[src/rtl/layer_mac_sequencer.sv]
// Shared signed 8x8 MAC sequenced over NUM_NODES neurons, ReLU output per node.
// Build option: define LAYER_SEQ_SAT_EN to clamp positive results to 127 instead of wrapping.
module layer_mac_sequencer #(
  parameter int NUM_INPUTS = 15,
  parameter int NUM_NODES  = 8,
  parameter int ACC_W      = 20,
  parameter int ADDR_W     = 7
) (
  input  logic                         clk,
  input  logic                         reset,
  input  logic                         in_valid,
  output logic                         in_ready,
  input  logic [8*NUM_INPUTS-1:0]      in_data,
  output logic                         w_en,
  output logic [ADDR_W-1:0]            w_addr,
  input  logic [7:0]                   w_data,
  output logic                         out_valid,
  input  logic                         out_ready,
  output logic [7:0]                   out_data,
  output logic [$clog2(NUM_NODES)-1:0] out_idx,
  output logic                         out_last,
  output logic                         busy
);
  localparam int K_W   = $clog2(NUM_INPUTS + 1);
  localparam int IDX_W = $clog2(NUM_NODES);

  typedef enum logic [1:0] {IDLE, ISSUE, DRAIN, EMIT} state_t;

  state_t                    state_q, state_d;
  logic [8*NUM_INPUTS-1:0]   vec_q, vec_d;
  logic [IDX_W-1:0]          node_q, node_d;
  logic [K_W-1:0]            k_q, k_d;
  logic signed [ACC_W-1:0]   acc_q, acc_d;
  logic                      rd_vld_q, rd_vld_d;
  logic [K_W-1:0]            rd_k_q, rd_k_d;

  logic signed [7:0]         a_sel;
  logic signed [15:0]        prod;
  logic [7:0]                relu;
  logic                      last_node;

  always_ff @(posedge clk) begin
    if (reset) begin
      state_q  <= IDLE;
      vec_q    <= '0;
      node_q   <= '0;
      k_q      <= '0;
      acc_q    <= '0;
      rd_vld_q <= 1'b0;
      rd_k_q   <= '0;
    end else begin
      state_q  <= state_d;
      vec_q    <= vec_d;
      node_q   <= node_d;
      k_q      <= k_d;
      acc_q    <= acc_d;
      rd_vld_q <= rd_vld_d;
      rd_k_q   <= rd_k_d;
    end
  end

  // Activation matching the ROM word returning this cycle (issued one cycle earlier).
  always_comb begin
    a_sel = '0;
    for (int i = 0; i < NUM_INPUTS; i++) begin
      if (rd_k_q == K_W'(i)) a_sel = vec_q[8*i +: 8];
    end
    prod = a_sel * $signed(w_data);
  end

  always_comb begin
    relu = '0;
    if (!acc_q[ACC_W-1]) begin
`ifdef LAYER_SEQ_SAT_EN
      relu = (acc_q > $signed(ACC_W'(127))) ? 8'd127 : acc_q[7:0];
`else
      relu = acc_q[7:0];
`endif
    end
  end

  assign last_node = (node_q == IDX_W'(NUM_NODES - 1));

  always_comb begin
    state_d  = state_q;
    vec_d    = vec_q;
    node_d   = node_q;
    k_d      = k_q;
    acc_d    = acc_q;
    in_ready = 1'b0;
    w_en     = 1'b0;
    w_addr   = '0;
    out_valid = 1'b0;
    out_data = '0;
    out_idx  = '0;
    out_last = 1'b0;

    // Bias word is added unscaled; weights contribute the full 16-bit product.
    if (rd_vld_q) begin
      if (rd_k_q == K_W'(NUM_INPUTS)) acc_d = acc_q + ACC_W'($signed(w_data));
      else                            acc_d = acc_q + ACC_W'(prod);
    end

    case (state_q)
      IDLE: begin
        in_ready = 1'b1;
        if (in_valid) begin
          vec_d   = in_data;
          node_d  = '0;
          k_d     = '0;
          acc_d   = '0;
          state_d = ISSUE;
        end
      end
      ISSUE: begin
        w_en   = 1'b1;
        w_addr = ADDR_W'(node_q) * ADDR_W'(NUM_INPUTS + 1) + ADDR_W'(k_q);
        if (k_q == K_W'(NUM_INPUTS)) begin
          k_d     = '0;
          state_d = DRAIN;
        end else begin
          k_d = k_q + 1'b1;
        end
      end
      DRAIN: state_d = EMIT;
      EMIT: begin
        out_valid = 1'b1;
        out_data  = relu;
        out_idx   = node_q;
        out_last  = last_node;
        if (out_ready) begin
          if (last_node) begin
            state_d = IDLE;
          end else begin
            node_d  = node_q + 1'b1;
            k_d     = '0;
            acc_d   = '0;
            state_d = ISSUE;
          end
        end
      end
      default: state_d = IDLE;
    endcase

    rd_vld_d = w_en;
    rd_k_d   = k_q;
  end

  assign busy = (state_q != IDLE);

endmodule

[config.mk]
export PLATFORM = sky130hd
export DESIGN_NAME = layer_mac_sequencer
export DESIGN_NICKNAME = d
export VERILOG_FILES = /design/src/rtl/layer_mac_sequencer.sv
export SDC_FILE = /design/constraint.sdc
export NUM_CORES = 1
export LEC_CHECK = 0
export ABC_AREA = 0
export CAP_MARGIN = 0
export CELL_PAD_IN_SITES_DETAIL_PLACEMENT = 0
export CELL_PAD_IN_SITES_GLOBAL_PLACEMENT = 1
export CORE_UTILIZATION = 42
export CTS_CLUSTER_SIZE = 40
export DETAILED_ROUTE_END_ITERATION = 16
export GPL_TIMING_DRIVEN = 1
export PLACE_DENSITY_LB_ADDON = 0.12
export SLEW_MARGIN = 20
export SYNTH_ARGS = -nofsm -noshare
export SYNTH_HDL_FRONTEND = slang
export SYNTH_SLANG_ARGS = --single-unit
[constraint.sdc]
create_clock -name clk -period 9.2 [get_ports clk]
set_clock_uncertainty 0.2 [all_clocks]
set_input_delay 1.84 -clock clk [delete_from_list [all_inputs] [get_ports clk]]
set_output_delay 1.84 -clock clk [all_outputs]
set_load 0.1 [all_outputs]
==> flow_summary_export.csv <==
group,metric,value,unit
outcome,status,"finished, final reports clean",
global_route,grt_max_degree,96,
place,hpwlAfterDp,23.3,mm
clock_tree,htreeDepth,4,
timing,slew_violations,0,
clock_tree,clk_latency,440,ps
timing,fin_crit_sh,79.7,%
final_layout,nets,1792,
global_route,grt_antenna_before_repair,0,
timing,min_period,7330,ps
worst_setup_path,cpMaxStageDelayCell,"nor2b_1",
global_route,grt_pass1_vias,9814,
detailed_routing,drt_iter0_markers,584,
clock_tree,post_cts_buffers,0,
clock_tree,clockRootBuffer,"clkbuf_16",
final_layout,area_growth,20.5,%
worst_setup_path,worst_ep_arrival_time,7440,ps
yosys,synthTopCellsByCount,"296 x nand2_1, 164 x a21oi_1, 154 x dfxtp_1",
worst_setup_path,crit_start,"rd_k_q[3]",
clock_tree,clock-sinks,154,
worst_setup_path,crit_chain,"buf_4, nor2b_1, and3b_1, a31oi_1, o22ai_1, a221oi_1, a21oi_1, and2_1, fa_1, inv_1, fa_1, inv_1, fa_1, fa_1, fa_1, ha_1, nand3_1, o211ai_1, o21ai_2, a311oi_1, a21oi_1, xnor2_1, a41oi_1, o31ai_1",
timing,final.setup.worst_slack,1870,ps
yosys,synth_area_per_cell,8.24,µm²
die,coreArea,0.0268,mm²
yosys,synth-edff-count,0,
yosys,yosysMostFrequentCell,"nand2_1",
detailed_routing,wirelength,30.9,mm
yosys,yosysTopAreaCell,"dfxtp_1",
detailed_routing,highest_layer,"met4",
yosys,ys_top_cells_by_area,"dfxtp_1 27%, fa_1 16%, nand2_1 9.7%",
yosys,synthAdderAreaFrac,23.3,%
detailed_routing,dr_wl_met3,1.11,mm
detailed_routing,ant_nets,0,
worst_setup_path,crit_top_cell,"fa_1",
yosys,synth-xor-area-share,2.53,%
worst_setup_path,crit_path_end_kind,"register",
timing,setup_viol,0,
die,start_util,42.7,%
hold_path,hold_path_class,"reg -> reg",
global_route,grt-ovfl-total,0,
global_route,grt_pass1_wl,51.2,mm
detailed_routing,route.detailed.drc,0,
detailed_routing,vias,9692,
pwr,leakage,5.68,nW
timing,timing.fmax,0.136,GHz
detailed_routing,met1_length,14.7,mm
place,routabilityCongestion,0.802,
worst_setup_path,cp.required,9310,ps
yosys,synth_top_family_by_area,"adder cells",
place,dpl.cell_count,1822,
die,ios,155,
worst_setup_path,path_class,"reg -> reg",
worst_setup_path,start_kind,"register",
place,io_buffers,154,
yosys,synth_cell_type_count,75,
clock_tree,cts.path.max_buffers,2,
final_layout,finalNonFillerCells,1854,
hold_path,worstHoldStart,"vec_q[33]",
worst_setup_path,reg2regPathDepth,24,
yosys,synthMuxAreaShare,3.63,%
yosys,syn_area,0.0114,mm²
hold_path,hold_depth,2,
timing,rsz0062_at_grt,"false",
final_layout,n_antenna_cell,0,
place,pre_cts_ws,1480,ps
yosys,syn_nets,1680,
clock_tree,cts_resized,0,
yosys,yosysWarnings,0,
final_layout,drive_gt1_share,4.96,%
yosys,synth_ff_type,"dfxtp_1",
clock_tree,cts_buffers,17,
hold_path,holdPathEnd,"vec_q[33]",
yosys,synth_compound_area_share,17.3,%
detailed_routing,via_per_inst,5.23,
clock_tree,cts_tree,"built",
detailed_routing,drt_pass1_iterations,4,
yosys,synth-simple-area-share,19.8,%
timing,slew_headroom,26.6,%
die,die_width,167,µm
clock_tree,cts_hold_buf,0,
worst_setup_path,slowest_delay,820,ps
detailed_routing,wl_per_cell,16.7,µm
timing,worst_pin_slew,1100,ps
die,dieArea,0.0279,mm²
clock_tree,clk_pin_slew_worst_paths,80,ps
pwr,peakVddDrop,0.133,mV
yosys,seq_area_frac_synth,27.0,%
pwr,power.density,290,mW/mm²
final_layout,final_area,0.0138,mm²
detailed_routing,route.met2.wl,14.6,mm
pwr,total_power,3.99,mW
die,dieHeight,167,µm
yosys,ys_ff_latch,154,
timing,hold_viol,0,
place,placed_area,0.0132,mm²
worst_setup_path,r2r_end,"acc_q[17]",
run,cap_violations,0,
worst_setup_path,critPathMaxFanout,20,
yosys,synth.top_cell.area_share,27.0,%
timing,fin_setup_tns,0,ps
yosys,async_flop_share,0,%
worst_setup_path,reg2reg_from,"rd_k_q[3]",
worst_setup_path,reg2reg_slack,1870,ps
die,num_rows,60,
yosys,syn_inst,1388,
global_route,gr-usage-all-layers,23.0,%
## through the flow
stage               util (%)  hold slack [ps]
finish                  51.4              250
global route            51.4              267
CTS                     51.4              252
detailed placement      49.2              242
global placement        49.2              239
floorplan                  -              231
## where the power goes
group	total, mW	leakage [nW]	switching (mW)	internal [mW]
combinational	2.39	4.12	1.40	0.998
sequential	0.882	1.26	0.0897	0.792
clock	0.719	0.292	0.353	0.366
## worst max-delay path by stage
stage                     slack, ps  cells after the start   endpoint
after detailed placement       1480                     19  acc_q[17]
after global placement         1560                     19  acc_q[17]
after floorplan                1860                     17  acc_q[18]
final                          1870                     24  acc_q[17]
after global routing           1270                     26  acc_q[17]
after CTS                      1830                     22  acc_q[17]
## registers in the layout (all words and copies together) (netlist names)
name,cells
rd_k_q,4
vec_q,120
rd_vld_q,1
acc_q,20
state_q,2
node_q,3
k_q,4
## cell type report
cell class | count | area, µm²
fillers | 2626 | 13000
inverters | 108 | 405
multi-input cells | 1052 | 7630
well taps | 341 | 427
repair buffers | 167 | 1640
clock inverters | 15 | 173
clock buffers | 17 | 425
flip-flops and latches | 154 | 3090
## cell families (layout without fill, tap and decap cells)
family                     Yosys count  count (layout)
adders and majority gates          160             160
DFF                                154             154
and+or+nand+nor                    503             503
AOI/OAI and AO/OA                  324             324
muxes                               32              32
xor gates and xnor gates            33              33
buffers and inverters              182             307
## per-layer routing
layer | vias up | track usage, %
li1 | 4870 | -
met1 | 4619 | 31.1
met4 | 0 | 5.80
met2 | 173 | 38.2
met3 | 30 | 3.80
met5 | - | 0
## cells in the final DEF, fill, tap and decap left out, types with 14 or more instances in the layout
cell | synthesis | routed
nand2_1 | 296 | 295
a21oi_1 | 164 | 164
clkdlybuf4s50_1 | 0 | 153
dfxtp_1 | 154 | 152
inv_1 | 107 | 107
fa_1 | 89 | 89
ha_1 | 71 | 71
nor2_1 | 53 | 53
o21ai_0 | 42 | 42
nor2b_1 | 37 | 37
and2_1 | 34 | 33
xnor2_1 | 25 | 25
nand3_1 | 23 | 23
nor3_1 | 20 | 20
mux2i_1 | 19 | 19
clkbuf_16 | 0 | 17
o21ai_1 | 15 | 15
buf_4 | 5 | 14
## critical path: cells and delay by family, from the launching register on
kind                     cells  cell delay, ps
flip-flops                   1             310
AND/OR/NAND/NOR              4            1450
AO/OA/AOI/OAI               10            2160
buffers and inverters        3             420
XOR/XNOR                     1             140
adder cells (fa/ha/maj)      6            2510
No activity file was read; power rests on OpenSTA's default activity.
==> variant: new RTL, same settings <==
Change the parameter `ACC_W` from 20 to 22.
--- a/src/rtl/layer_mac_sequencer.sv
+++ b/src/rtl/layer_mac_sequencer.sv
@@ -3,7 +3,7 @@
 module layer_mac_sequencer #(
   parameter int NUM_INPUTS = 15,
   parameter int NUM_NODES  = 8,
-  parameter int ACC_W      = 20,
+  parameter int ACC_W      = 22,
   parameter int ADDR_W     = 7
 ) (
   input  logic                         clk,
Behaviour: same outputs for any inputs over 10 cycles, from zero or initial values and one cycle with reset high; that may be too few to reach the edited logic, so the function may still have changed.
==> variant against the original RTL <==
Hold slack better by 2.6 ps; final area is 3.7% higher; total power increased by 4.4%; critical path depth up 1; first-iteration DRC count shrank 1.9%; fmax fell by 5.0%; die area is 3.8% higher; area after synthesis grew 3.8%; routed wire length grew 6.3%; critical path type unchanged; via count increased by 6.3%; global-route usage increased by 0.36 points; worst setup slack worse by 380 ps; sequential cell count rose by 2; largest cell class unchanged; final cell count grew 6.3%.
==> variant: results (changes against the original RTL) <==
| Metric | Value |
|---|---|
| Result of the run | `finished, final reports clean` |
| Total vias in the final route | `10.3k (+6.3%)` |
| Number of CTS-inserted buffers | `17 (unchanged)` |
| Iteration-0 DRC count of the detailed router | `573 (-1.9%)` |
| Synth Net Count | `1,769 (+5.3%)` |
| CTS H-tree lvls | `4 (unchanged)` |
| Sequential-to-total area share from yosys stat | `26.3% (-0.66 points)` |
| Largest net degree at the start of global routing | `100 (+4.2%)` |
| Number of optimization iterations in the first detailed-route pass | `7 (+3)` |
| Biggest cell delay along the critical path | `between 800 and 900 ps` |
| Post-route setup TNS | `0 ps (unchanged)` |
| Top cells by area, synth | `dfxtp_1 26%, fa_1 16%, nand2_1 10%` |
| Initial antenna violation count | `0 (unchanged)` |
| Number of stages on the worst hold path | `2 (unchanged)` |
| Number of different library cells in the post-synthesis netlist | `77 (+2.7%)` |
| Average wire per cell in the routed design | `16.7 µm (about the same)` |
| Resize count post-CTS | `0 (unchanged)` |
| Number of warning messages in the yosys log | `0 (unchanged)` |
| First-pass GRT wire length | `53.2 mm (+4.1%)` |
| Worst slack at placement | `1190 ps (-293 ps)` |
| Clock latency at the later pin of the worst-skew pair | `440 ps (about the same)` |
| Leakage power figure | `6.02 nW (+6.0%)` |
| CTS Buffer Depth | `2 (unchanged)` |
| Port Buffers | `154 (unchanged)` |
| Post-synth top cells | `315 x nand2_1, 171 x a21oi_1, 156 x dfxtp_1` |
| All-layer global routing usage | `23.4% (+0.36 points)` |
| Reg2Reg Depth | `25 (+4.2%)` |
| Post-synth ARST share | `0% (unchanged)` |
| Fraction of final layout cells with drive strength greater than 1 | `5.40% (+0.44 points)` |
| Category of cells accounting for the largest share of critical-path delay | `adder cells` |
| Inserted Diodes | `0 (unchanged)` |
| Crit-path max FO | `29 (+45%)` |
| Crit-path slowest cell | `dfxtp_2` |
| Post CTS Setup Buffer Count | `0 (unchanged)` |
| Clock root buffer | `clkbuf_16` |
| Number of instances in the placed design | `1,939 (+6.4%)` |
| Relative slew margins | `31.2% (+4.6 points)` |
| HPWL after detailed placement | `24.7 mm (+6.2%)` |
| Worst vdd rail ir drop | `124 µV (-6.8%)` |
| Class of the worst hold path | `reg2reg` |
| WL final | `32.8 mm (+6.3%)` |
| Clock slew seen by the registers of the worst setup and hold paths | `80 ps (about the same)` |
| Avg Cell Area, Syn | `8.12 µm² (-1.5%)` |
| Weighted congestion reported at the end of routability-driven placement | `0.823 (+2.6%)` |
| Fill count | `2,805 (+6.8%)` |
| Worst endpoint data arrival time | `7870 ps (+430 ps)` |
| Biggest regs | `vec_q x120, acc_q x22` |
[variant: changes by cell type after synthesis, sizes merged, moves of 9 or more]
| cell | delta |
|---|---|
| nor3 | +12 |
| o21ai | -10 |
| inv | +12 |
| a211oi | +9 |
| nor2 | +50 |
| nor2b | -25 |
| nand2 | +18 |
[variant: cells by family (layout without fill, tap and decap cells)]
kind of cell	count (synthesis)	after routing	synth area share, %
fa+ha+maj	174	174	24.5
simple gates	544	544	19.4
compound gates	337	337	17.5
buf+inv	190	320	6.51
flops	156	156	26.3
xor+xnor	35	35	2.58
mux	27	27	3.21
[variant: area by class of cell]
cell class	count	area, µm²	area share [%]
Timing Repair Buffer	168	1640	11.5
Tap cell	378	473	3.31
Clock inverter	14	166	1.16
Multi-Input combinational cell	1117	8000	56.0
Clock buffer	18	439	3.07
Inverter	120	450	3.15
Sequential cell	156	3120	21.9
[variant: final timing paths]
path / from / to / slack (ps)
setup / recovery: rd_k_q[1] / acc_q[20] / 1490
hold / removal: vec_q[26] / vec_q[26] / 250
setup reg to reg: rd_k_q[1] / acc_q[20] / 1490
hold reg to reg: vec_q[26] / vec_q[26] / 250
[variant: layer usage]
metal | track usage [%] | vias to the layer above | wire, µm
li1 | - | 5123 | -
met1 | 31.7 | 4943 | 15400
met2 | 40.2 | 200 | 16000
met3 | 2.16 | 34 | 1010
met4 | 5.37 | 0 | 386
met5 | 0 | - | 0
[variant: report_power, final]
part	total [W]	switching, W	internal [W]
Combinational	0.00254	0.00149	0.00105
Sequential	0.000895	0.0000930	0.000802
Clock	0.000731	0.000356	0.000375
Total	0.00417	0.00194	0.00223
[variant: worst reg2reg max path: cells and delay by family, from the launching register on]
kind,cells,cell delay (ps)
AOI/OAI and AO/OA,11,2470
xor gates and xnor gates,1,150
and+or+nand+nor,2,310
DFF,1,830
muxes,2,470
buffers and inverters,3,490
adders and majority gates,6,2700
[variant: per-stage QoR]
stage	area, µm²	total power (W)
6_report	14300	0.00417
5_1_grt	14300	0.00458
4_1_cts	14300	0.00420
3_5_place_dp	13700	0.00344
3_3_place_gp	13700	0.00341
2_1_floorplan	11900	0.00286
